<file path="src/rtl/hood_pkg.sv">
// rtl/hood_pkg.sv - shared range-hood encodings and hurricane controller state type
package hood_pkg;

  // Mode encodings shared with the mode state machine
  localparam logic [2:0] MODE_STANDBY   = 3'b000;
  localparam logic [2:0] MODE_1         = 3'b001;
  localparam logic [2:0] MODE_2         = 3'b010;
  localparam logic [2:0] MODE_HURRICANE = 3'b011;
  localparam logic [2:0] MODE_CLEAN     = 3'b100;

  // Default system clock rate in cycles per second
  localparam int DEFAULT_CLK_HZ = 100_000_000;

  // Hurricane controller states
  typedef enum logic [2:0] {
    HC_OFF       = 3'd0,
    HC_READY     = 3'd1,
    HC_RUN       = 3'd2,
    HC_WIND_DOWN = 3'd3,
    HC_EXIT      = 3'd4,
    HC_USED      = 3'd5
  } hc_state_t;

endpackage

</file>
<file path="src/rtl/sec_tick.sv">
// rtl/sec_tick.sv - one-cycle pulse per second, restartable so the first second is full length
module sec_tick
  import hood_pkg::*;
#(
  parameter int CLK_HZ = DEFAULT_CLK_HZ
) (
  input  logic clk,
  input  logic rst,
  input  logic clr,
  input  logic en,
  output logic tick
);

  localparam int CW = (CLK_HZ > 1) ? $clog2(CLK_HZ) : 1;
  localparam logic [CW-1:0] LAST = CW'(CLK_HZ - 1);

  logic [CW-1:0] cnt;

  // A restart in the same cycle suppresses the pulse so a reload never also counts down
  assign tick = en && !clr && (cnt == LAST);

  // Divider counts 0..CLK_HZ-1 while enabled; clr restarts the second from zero
  always_ff @(posedge clk or posedge rst) begin
    if (rst) begin
      cnt <= '0;
    end else if (clr) begin
      cnt <= '0;
    end else if (en) begin
      cnt <= (cnt == LAST) ? '0 : cnt + CW'(1);
    end
  end

endmodule

</file>
<file path="src/rtl/hurricane_ctrl.sv">
// rtl/hurricane_ctrl.sv - hurricane (mode 3) run/wind-down timer and once-per-power-on grant
module hurricane_ctrl
  import hood_pkg::*;
#(
  parameter int CLK_HZ  = DEFAULT_CLK_HZ,
  parameter int RUN_SEC = 60
) (
  input  logic       clk,
  input  logic       rst,
  input  logic       machine_state,
  input  logic [2:0] mode_state,
  input  logic       menu_btn,
  output logic       hurricane_mode_enabled,
  output logic       return_state,
  output logic       hurricane_active,
  output logic [6:0] remaining_sec
);

  localparam logic [6:0] RUN_LOAD = 7'(RUN_SEC);

  hc_state_t state;
  logic      in_hurricane;
  logic      counting;
  logic      tick_clr;
  logic      tick_en;
  logic      tick;

  assign in_hurricane = (mode_state == MODE_HURRICANE);
  assign counting     = (state == HC_RUN) || (state == HC_WIND_DOWN);
  // Restart the second on entry and on the menu-requested reload
  assign tick_clr     = in_hurricane && ((state == HC_READY) || ((state == HC_RUN) && menu_btn));
  assign tick_en      = counting && in_hurricane && machine_state;

  sec_tick #(
    .CLK_HZ(CLK_HZ)
  ) u_sec_tick (
    .clk (clk),
    .rst (rst),
    .clr (tick_clr),
    .en  (tick_en),
    .tick(tick)
  );

  // Mode-3 grant FSM with registered outputs and the seconds countdown
  always_ff @(posedge clk or posedge rst) begin
    if (rst) begin
      state                  <= HC_OFF;
      hurricane_mode_enabled <= 1'b0;
      return_state           <= 1'b0;
      hurricane_active       <= 1'b0;
      remaining_sec          <= '0;
    end else if (!machine_state) begin
      // Power-off also forgets that hurricane mode was already used
      state                  <= HC_OFF;
      hurricane_mode_enabled <= 1'b0;
      return_state           <= 1'b0;
      hurricane_active       <= 1'b0;
      remaining_sec          <= '0;
    end else begin
      case (state)
        HC_OFF: begin
          state                  <= HC_READY;
          hurricane_mode_enabled <= 1'b1;
        end
        HC_READY: begin
          hurricane_mode_enabled <= 1'b1;
          if (in_hurricane) begin
            state            <= HC_RUN;
            remaining_sec    <= RUN_LOAD;
            hurricane_active <= 1'b1;
          end
        end
        HC_RUN, HC_WIND_DOWN: begin
          if (!in_hurricane) begin
            // Mode FSM left mode 3 on its own: grant is spent
            state                  <= HC_USED;
            hurricane_mode_enabled <= 1'b0;
            hurricane_active       <= 1'b0;
            remaining_sec          <= '0;
          end else if ((state == HC_RUN) && menu_btn) begin
            state         <= HC_WIND_DOWN;
            remaining_sec <= RUN_LOAD;
          end else if (tick) begin
            if (remaining_sec <= 7'd1) begin
              state                  <= HC_EXIT;
              remaining_sec          <= '0;
              hurricane_mode_enabled <= 1'b0;
              hurricane_active       <= 1'b0;
              return_state           <= (state == HC_RUN);
            end else begin
              remaining_sec <= remaining_sec - 7'd1;
            end
          end
        end
        HC_EXIT: begin
          // Hold return_state until the mode FSM has acted on it
          if (!in_hurricane) begin
            state        <= HC_USED;
            return_state <= 1'b0;
          end
        end
        default: begin
          state                  <= HC_USED;
          hurricane_mode_enabled <= 1'b0;
          return_state           <= 1'b0;
          hurricane_active       <= 1'b0;
          remaining_sec          <= '0;
        end
      endcase
    end
  end

endmodule

</file>
<file path="config.mk">
export PLATFORM = sky130hd
export DESIGN_NAME = hurricane_ctrl
export DESIGN_NICKNAME = d
export VERILOG_FILES = /design/src/rtl/hood_pkg.sv /design/src/rtl/sec_tick.sv /design/src/rtl/hurricane_ctrl.sv
export SDC_FILE = /design/constraint.sdc
export NUM_CORES = 1
export LEC_CHECK = 0
export CELL_PAD_IN_SITES_DETAIL_PLACEMENT = 2
export CELL_PAD_IN_SITES_GLOBAL_PLACEMENT = 2
export CORE_MARGIN = 3
export CORE_UTILIZATION = 35
export DETAILED_ROUTE_END_ITERATION = 10
export DONT_BUFFER_PORTS = 1
export PLACE_DENSITY_LB_ADDON = 0.1
export RECOVER_POWER = 50
export SLEW_MARGIN = 10
export SYNTH_ARGS = -nofsm -noshare
export SYNTH_HDL_FRONTEND = slang
export SYNTH_HIERARCHICAL = 1
export SYNTH_SLANG_ARGS = --single-unit
export TNS_END_PERCENT = 100
</file>
<file path="constraint.sdc">
create_clock -name clk -period 5.2 [get_ports clk]
set_input_delay 1.04 -clock clk [delete_from_list [all_inputs] [get_ports clk]]
set_output_delay 1.04 -clock clk [all_outputs]
set_load 0.03 [all_outputs]
</file>
**Yosys cells after proc, flatten, opt, wreduce, memory -nomap -nowiden**

Cells that the tools add are included.

- Input port bits: 7
- Word-level logic and storage cells: 82
- Register bits after elaboration: 40
- Output and inout bits: 10

- Eq/ne operators: 20
- Add/sub/neg operators: 2
- $lt $le $gt $ge: 1
- Reduce and logical (&&, ||, !) cells: 19
- Multiplexer cells: 34

Operator list:

| operator | count |
|---|---|
| $mux 27 | 3 |
| $mux 7 | 6 |
| $add 27x1->27 const B | 1 |
| $eq 27x27->1 const B | 1 |
| $mux 3 | 7 |
| $pmux 7 s3 | 1 |
| $ne 3x3->1 const B | 6 |
| $mux 1 | 13 |
| $ne 4x4->1 const B | 3 |
| $pmux 3 s4 | 1 |
| $ne 5x5->1 const B | 2 |
| $eq 3x2->1 const B | 3 |
| $pmux 1 s3 | 3 |
| $reduce_and 4->1 | 2 |
| $le 7x1->1 const B | 1 |
| $sub 7x1->7 const B | 1 |
| $logic_and 1x1->1 | 6 |
| $ne 2x2->1 const B | 3 |
| $reduce_and 6->1 | 1 |
| $reduce_or 2->1 | 3 |
| $reduce_and 5->1 | 1 |
| $eq 3x1->1 const B | 1 |
| $eq 3x3->1 const B | 1 |
| $logic_not 3->1 | 1 |
| other kinds (4) | 5 |

**Logic depth before layout (Yosys ltp)**

- Depth after elaboration: 12
- Depth in mapped cells: 11
- Depth with buffers taken out: 10

**Modules after synthesis**

Netlist, hierarchy kept.

Modules (own cells, without submodules):

| module | cells each | sequential area each (µm²) | area an instance (µm²) | instances |
|---|---|---|---|---|
| sec_tick | 186 | 675.6 | 1619.1 | 1 |
| hurricane_ctrl | 102 | 325.3 | 920.9 | 1 |

**Worst setup path before layout**

No wires, ideal clock.

- Kind: input port to flip-flop
- Start point: in mode_state[2]
- End point: reg remaining_sec[5]
- Setup time: 121 ps
- Setup slack: 2208 ps
- Arrival time: 2871 ps
- Data required time: 5079 ps
- Buffers on the path: 1
- Cell stages on the path: 10
- Cell sequence: and3b_1 > buf_2 > nand3_2 > inv_1 > nand2_1 > nor2_1 > a211oi_1 > o21a_1 > o21ba_1 > o22a_1

- Word-level cells in the longest chain between the ends: 7
- Elaborated cells on any way between the ends: 13
- Classes of those cells: 3 x eq/ne; 3 x mux; 7 x reduce/logical

Ends and longest elaborated chain:

| element | RTL line | source |
|---|---|---|
| start: declaration | hurricane_ctrl.sv:11 | `input logic [2:0] mode_state,` |
| $eq 3x2->1 | hurricane_ctrl.sv:28 | `assign in_hurricane = (mode_state == MODE_HURRICANE);` |
| $logic_and 1x1->1 (2 in series) | hurricane_ctrl.sv:32 | `assign tick_en = counting && in_hurricane && machine_state;` |
| via tick_en | hurricane_ctrl.sv:25 | `logic tick_en;` |
| $logic_and 1x1->1 (2 in series) | sec_tick.sv:20 | `assign tick = en && !clr && (cnt == LAST);` |
| via tick | hurricane_ctrl.sv:26 | `logic tick;` |
| $ne 5x5->1 (no line) | n/a |  |
| $reduce_and 3->1 (no line) | n/a |  |
| end signal: assignment | hurricane_ctrl.sv:91 | `remaining_sec <= remaining_sec - 7'd1;` |
| end: declaration | hurricane_ctrl.sv:16 | `output logic [6:0] remaining_sec` |

The timed path passes the listed nets, and every way through them passes these cells.
A chain may end at the register's enable or synchronous reset.

**Final worst setup path**

- Start point: reg u_sec_tick.cnt[0]
- End point: reg remaining_sec[4]

- Word-level cells in the longest chain between the ends: 4

Ends and longest elaborated chain:

| element | RTL line | source |
|---|---|---|
| start: declaration | sec_tick.sv:17 | `logic [CW-1:0] cnt;` |
| start signal: assignment | sec_tick.sv:29 | `cnt <= (cnt == LAST) ? '0 : cnt + CW'(1);` |
| $eq 27x27->1 | sec_tick.sv:20 |  |
| $logic_and 1x1->1 | sec_tick.sv:20 |  |
| via tick | hurricane_ctrl.sv:26 |  |
| $ne 5x5->1 (no line) | n/a |  |
| $reduce_and 3->1 (no line) | n/a |  |

The timed path passes the listed nets, and every way through them passes these cells.

==> run summary <==
status: complete, but fails checks
failing checks: capacitance limit, slew limit
H-tree Lvls: 2
WL per Instance: 19.1 um
GRT Overall Usage: 0.188
TNS Setup: 0 ns
Worst Path Max Fanout: 7
die width: 91.2 um
Initial DRC Count: 89
Post-synth EDFFs: 0
internal cell power: 0.466 mW
Post-Synth Adder-Cell Area: 0.0148
Port Buffers: 0
final net count: 294
Post-Place Worst Slack: 1.69 ns
Skew-Pair Late Insertion Delay: 0.30 ns
Clock transition at path regs: 0.08 ns
CP endpoint kind: flip-flop
Sw Ratio: 0.287
post-route core utilization: 0.391
CTS tree: yes
postcts setup bufs: 0
critical path type: flip-flop to flip-flop
Worst VDD drop: 72.4 uV
die area: 8310 um^2
Synth Area in Simple Gates: 0.282
Core Box Area: 6910 um^2
Detail Route Antenna Nets: 0
Initial Util: 0.368
Avg Inst Size Synth: 8.82 um^2
largest net degree at the start of global routing: 31
DP Area: 2610 um^2
GP Congestion: 0.758
Chip Height: 91.2 um
Layout fillers: 801
post-synthesis compound-gate area fraction: 0.239
clk sinks: 40
fin area: 2700 um^2
sequential area share after synthesis: 0.394
# diodes: 0
Post-CTS Hold Fix Bufs: 0
I/O Pins: 17
main flop type after synthesis: dfrtp_1
Avg Vias per Cell: 5.95
Pwr per Cell Area: 242 nW/um^2
Mapped Area: 2540 um^2
HPWL after DPL: 5.20 mm
first-pass GRT wire length: 12.6 mm
post-CTS sizing: 0
routed via count: 2,261
Critical Path RT: 5.38 ns
max cap viols: 1
Worst setup SP type: flip-flop
DRT Wirelength: 7.26 mm
max frequency: 289 MHz
top post-synthesis cells by area: dfrtp_1, nand2_1, a21oi_1, nand3_1, nand4_1
initial antenna violation count: 0
Comb power frac: 0.110
top-area cell type share of the netlist area: 0.394
synthesis-to-finish area growth: 6.45%
final hold violation count: 0
minimum clock period: 3.46 ns
hold crit path type: flip-flop to flip-flop
mux cell area share after synthesis: 0.0123
Slew headroom: -0.0339
layout cell share with drive strength beyond 1: 0.0915
synthesized net count: 298
fin crit share: 0.665
CTS root buf: clkbuf_8
Clock Skew: 0.00696 ns
Yosys warnings: 6
worst slew pin tran: 1.55 ns
power share of the clock group: 0.353
final worst slack: 1.74 ns
Setup Viol. Count Final: 0
vias in the first global route: 2,363
Max clock buf depth: 2
drt pass-1 iters: 4
Yosys cell types: 64
Final Slew Violations: 28
Yosys reg bits: 40
crit path DAT: 3.64 ns
Synth Area in XOR/XNOR: 0.0103
register area: 1000 um^2
Leakage Power: 1.05 nW
Synth Instances: 288
P_sw: 0.188 mW
Synth area leader: dfrtp_1
asr flop ratio synth: 1.00
largest family of logic cells by synthesized area: simple AND/OR/NAND/NOR gates
total grt overflow: 0
Seq pwr share: 0.536
unrepaired setup endpoints after global routing: no
Rows: 30
DRC violation count after routing: 0
multi-input logic area: 1420 um^2
cts bufs inserted: 5
## routing by layer
metal | up-vias | GRT usage | part of all wire
met1 | 1168 | 0.237 | 0.45
met3 | 4 | 0.0240 | 0.023
met2 | 16 | 0.331 | 0.52
met5 | - | 0 | 0
li1 | 1073 | - | -
met4 | 0 | 0.0603 | 0.0070
## critical path, cell delays in order (launching register included)
cell and delay [ns]:
dfrtp_1 0.39, ha_1 0.24, nand4_1 0.34, nor4b_1 0.71, nand2_1 0.28, nor2_1 0.50
a211oi_1 0.18, o21a_1 0.31, o21ba_1 0.20, o22a_1 0.19
## metrics by stage
step / hold WS, ns / cells / power, mW
after floorplan: 0.464 / 288 / 0.410
after global placement: 0.488 / 373 / 0.429
after detailed placement: 0.511 / 373 / 0.431
after CTS: 0.522 / 380 / 0.666
after global routing: 0.548 / 380 / 0.688
final: 0.520 / 380 / 0.653
## final timing paths
kind,startpoint,cells after the start,slack (ns),end
max,u_sec_tick/cnt[0]$_DFFE_PP0P_,9,1.74,remaining_sec[4]$_DFFE_PP0P_
min in group asynchronous,rst,1,0.66,return_state$_DFFE_PP0P_
max in group asynchronous,rst,2,3.14,u_sec_tick/cnt[22]$_DFFE_PP0P_
min,u_sec_tick/cnt[15]$_DFFE_PP0P_,1,0.52,u_sec_tick/cnt[15]$_DFFE_PP0P_
min reg2reg,u_sec_tick/cnt[15]$_DFFE_PP0P_,1,0.52,u_sec_tick/cnt[15]$_DFFE_PP0P_
max reg2reg,u_sec_tick/cnt[0]$_DFFE_PP0P_,9,1.74,remaining_sec[4]$_DFFE_PP0P_
## Yosys cell counts, types with 2 or more instances
master     instances
o2111ai_1          3
o21a_1             4
nand2b_1           5
nor4b_1            3
nand4_1           12
a31oi_1           11
dfrtp_1           40
a21boi_0           2
a41oi_1            2
nor4_1             4
nor3b_1            3
o22a_1             3
nand3_1           18
o21ai_0           13
a21oi_1           20
o211ai_1           3
xnor2_1            3
a211oi_1           2
or2_2              2
inv_1             13
buf_2              8
nand2_1           34
and4_1             2
o21ba_1            2
o21ai_1            2
nand3_2            2
buf_4              2
and3_1             3
o21bai_1           2
nor2_1            13
nor3_1             8
mux2i_1            2
clkbuf_1           2
or4_1              2
a22o_1             3
nand3b_1           2
o221ai_1           2
o31ai_1            3
ha_1               3
## layout by cell type (no fill, tap or decap), types with 4 or more instances in the layout
cell	instances
nand2_1	34
o21ai_0	13
dfrtp_1	40
nor3_1	8
o21a_1	4
inv_1	13
nand2b_1	5
a21oi_1	19
nor4_1	4
a31oi_1	11
nand3_1	18
clkbuf_8	7
nand4_1	12
nor2_1	13
## logic make-up after synthesis
logic type	Yosys count
AOI/OAI and AO/OA	86
xor gates and xnor gates	3
adders and majority gates	3
buffers and inverters	27
DFF	40
muxes	3
and+or+nand+nor	126
## sequential cells by signal (all words and copies together), names as in the netlist
| name | flops |
|---|---|
| hurricane_mode_enabled | 1 |
| hurricane_active | 1 |
| state | 3 |
| return_state | 1 |
| remaining_sec | 7 |
| u_sec_tick/cnt | 27 |
## power groups by stage
stage	logic, mW	registers (mW)	clock network [mW]
after floorplan	0.0621	0.348	0
after global placement	0.0724	0.357	0
after detailed placement	0.0740	0.357	0
after CTS	0.0745	0.351	0.241
after global routing	0.0827	0.354	0.252
final	0.0722	0.350	0.231
## final cells by class
cell class                 instances  area share
sequential                        40       0.370
tap                               96      0.0444
clock buffer                       7      0.0356
inverter                          14      0.0194
timing repair buffer               2     0.00416
multi-input combinational        221       0.526
Power figures use the tool's default switching activity.
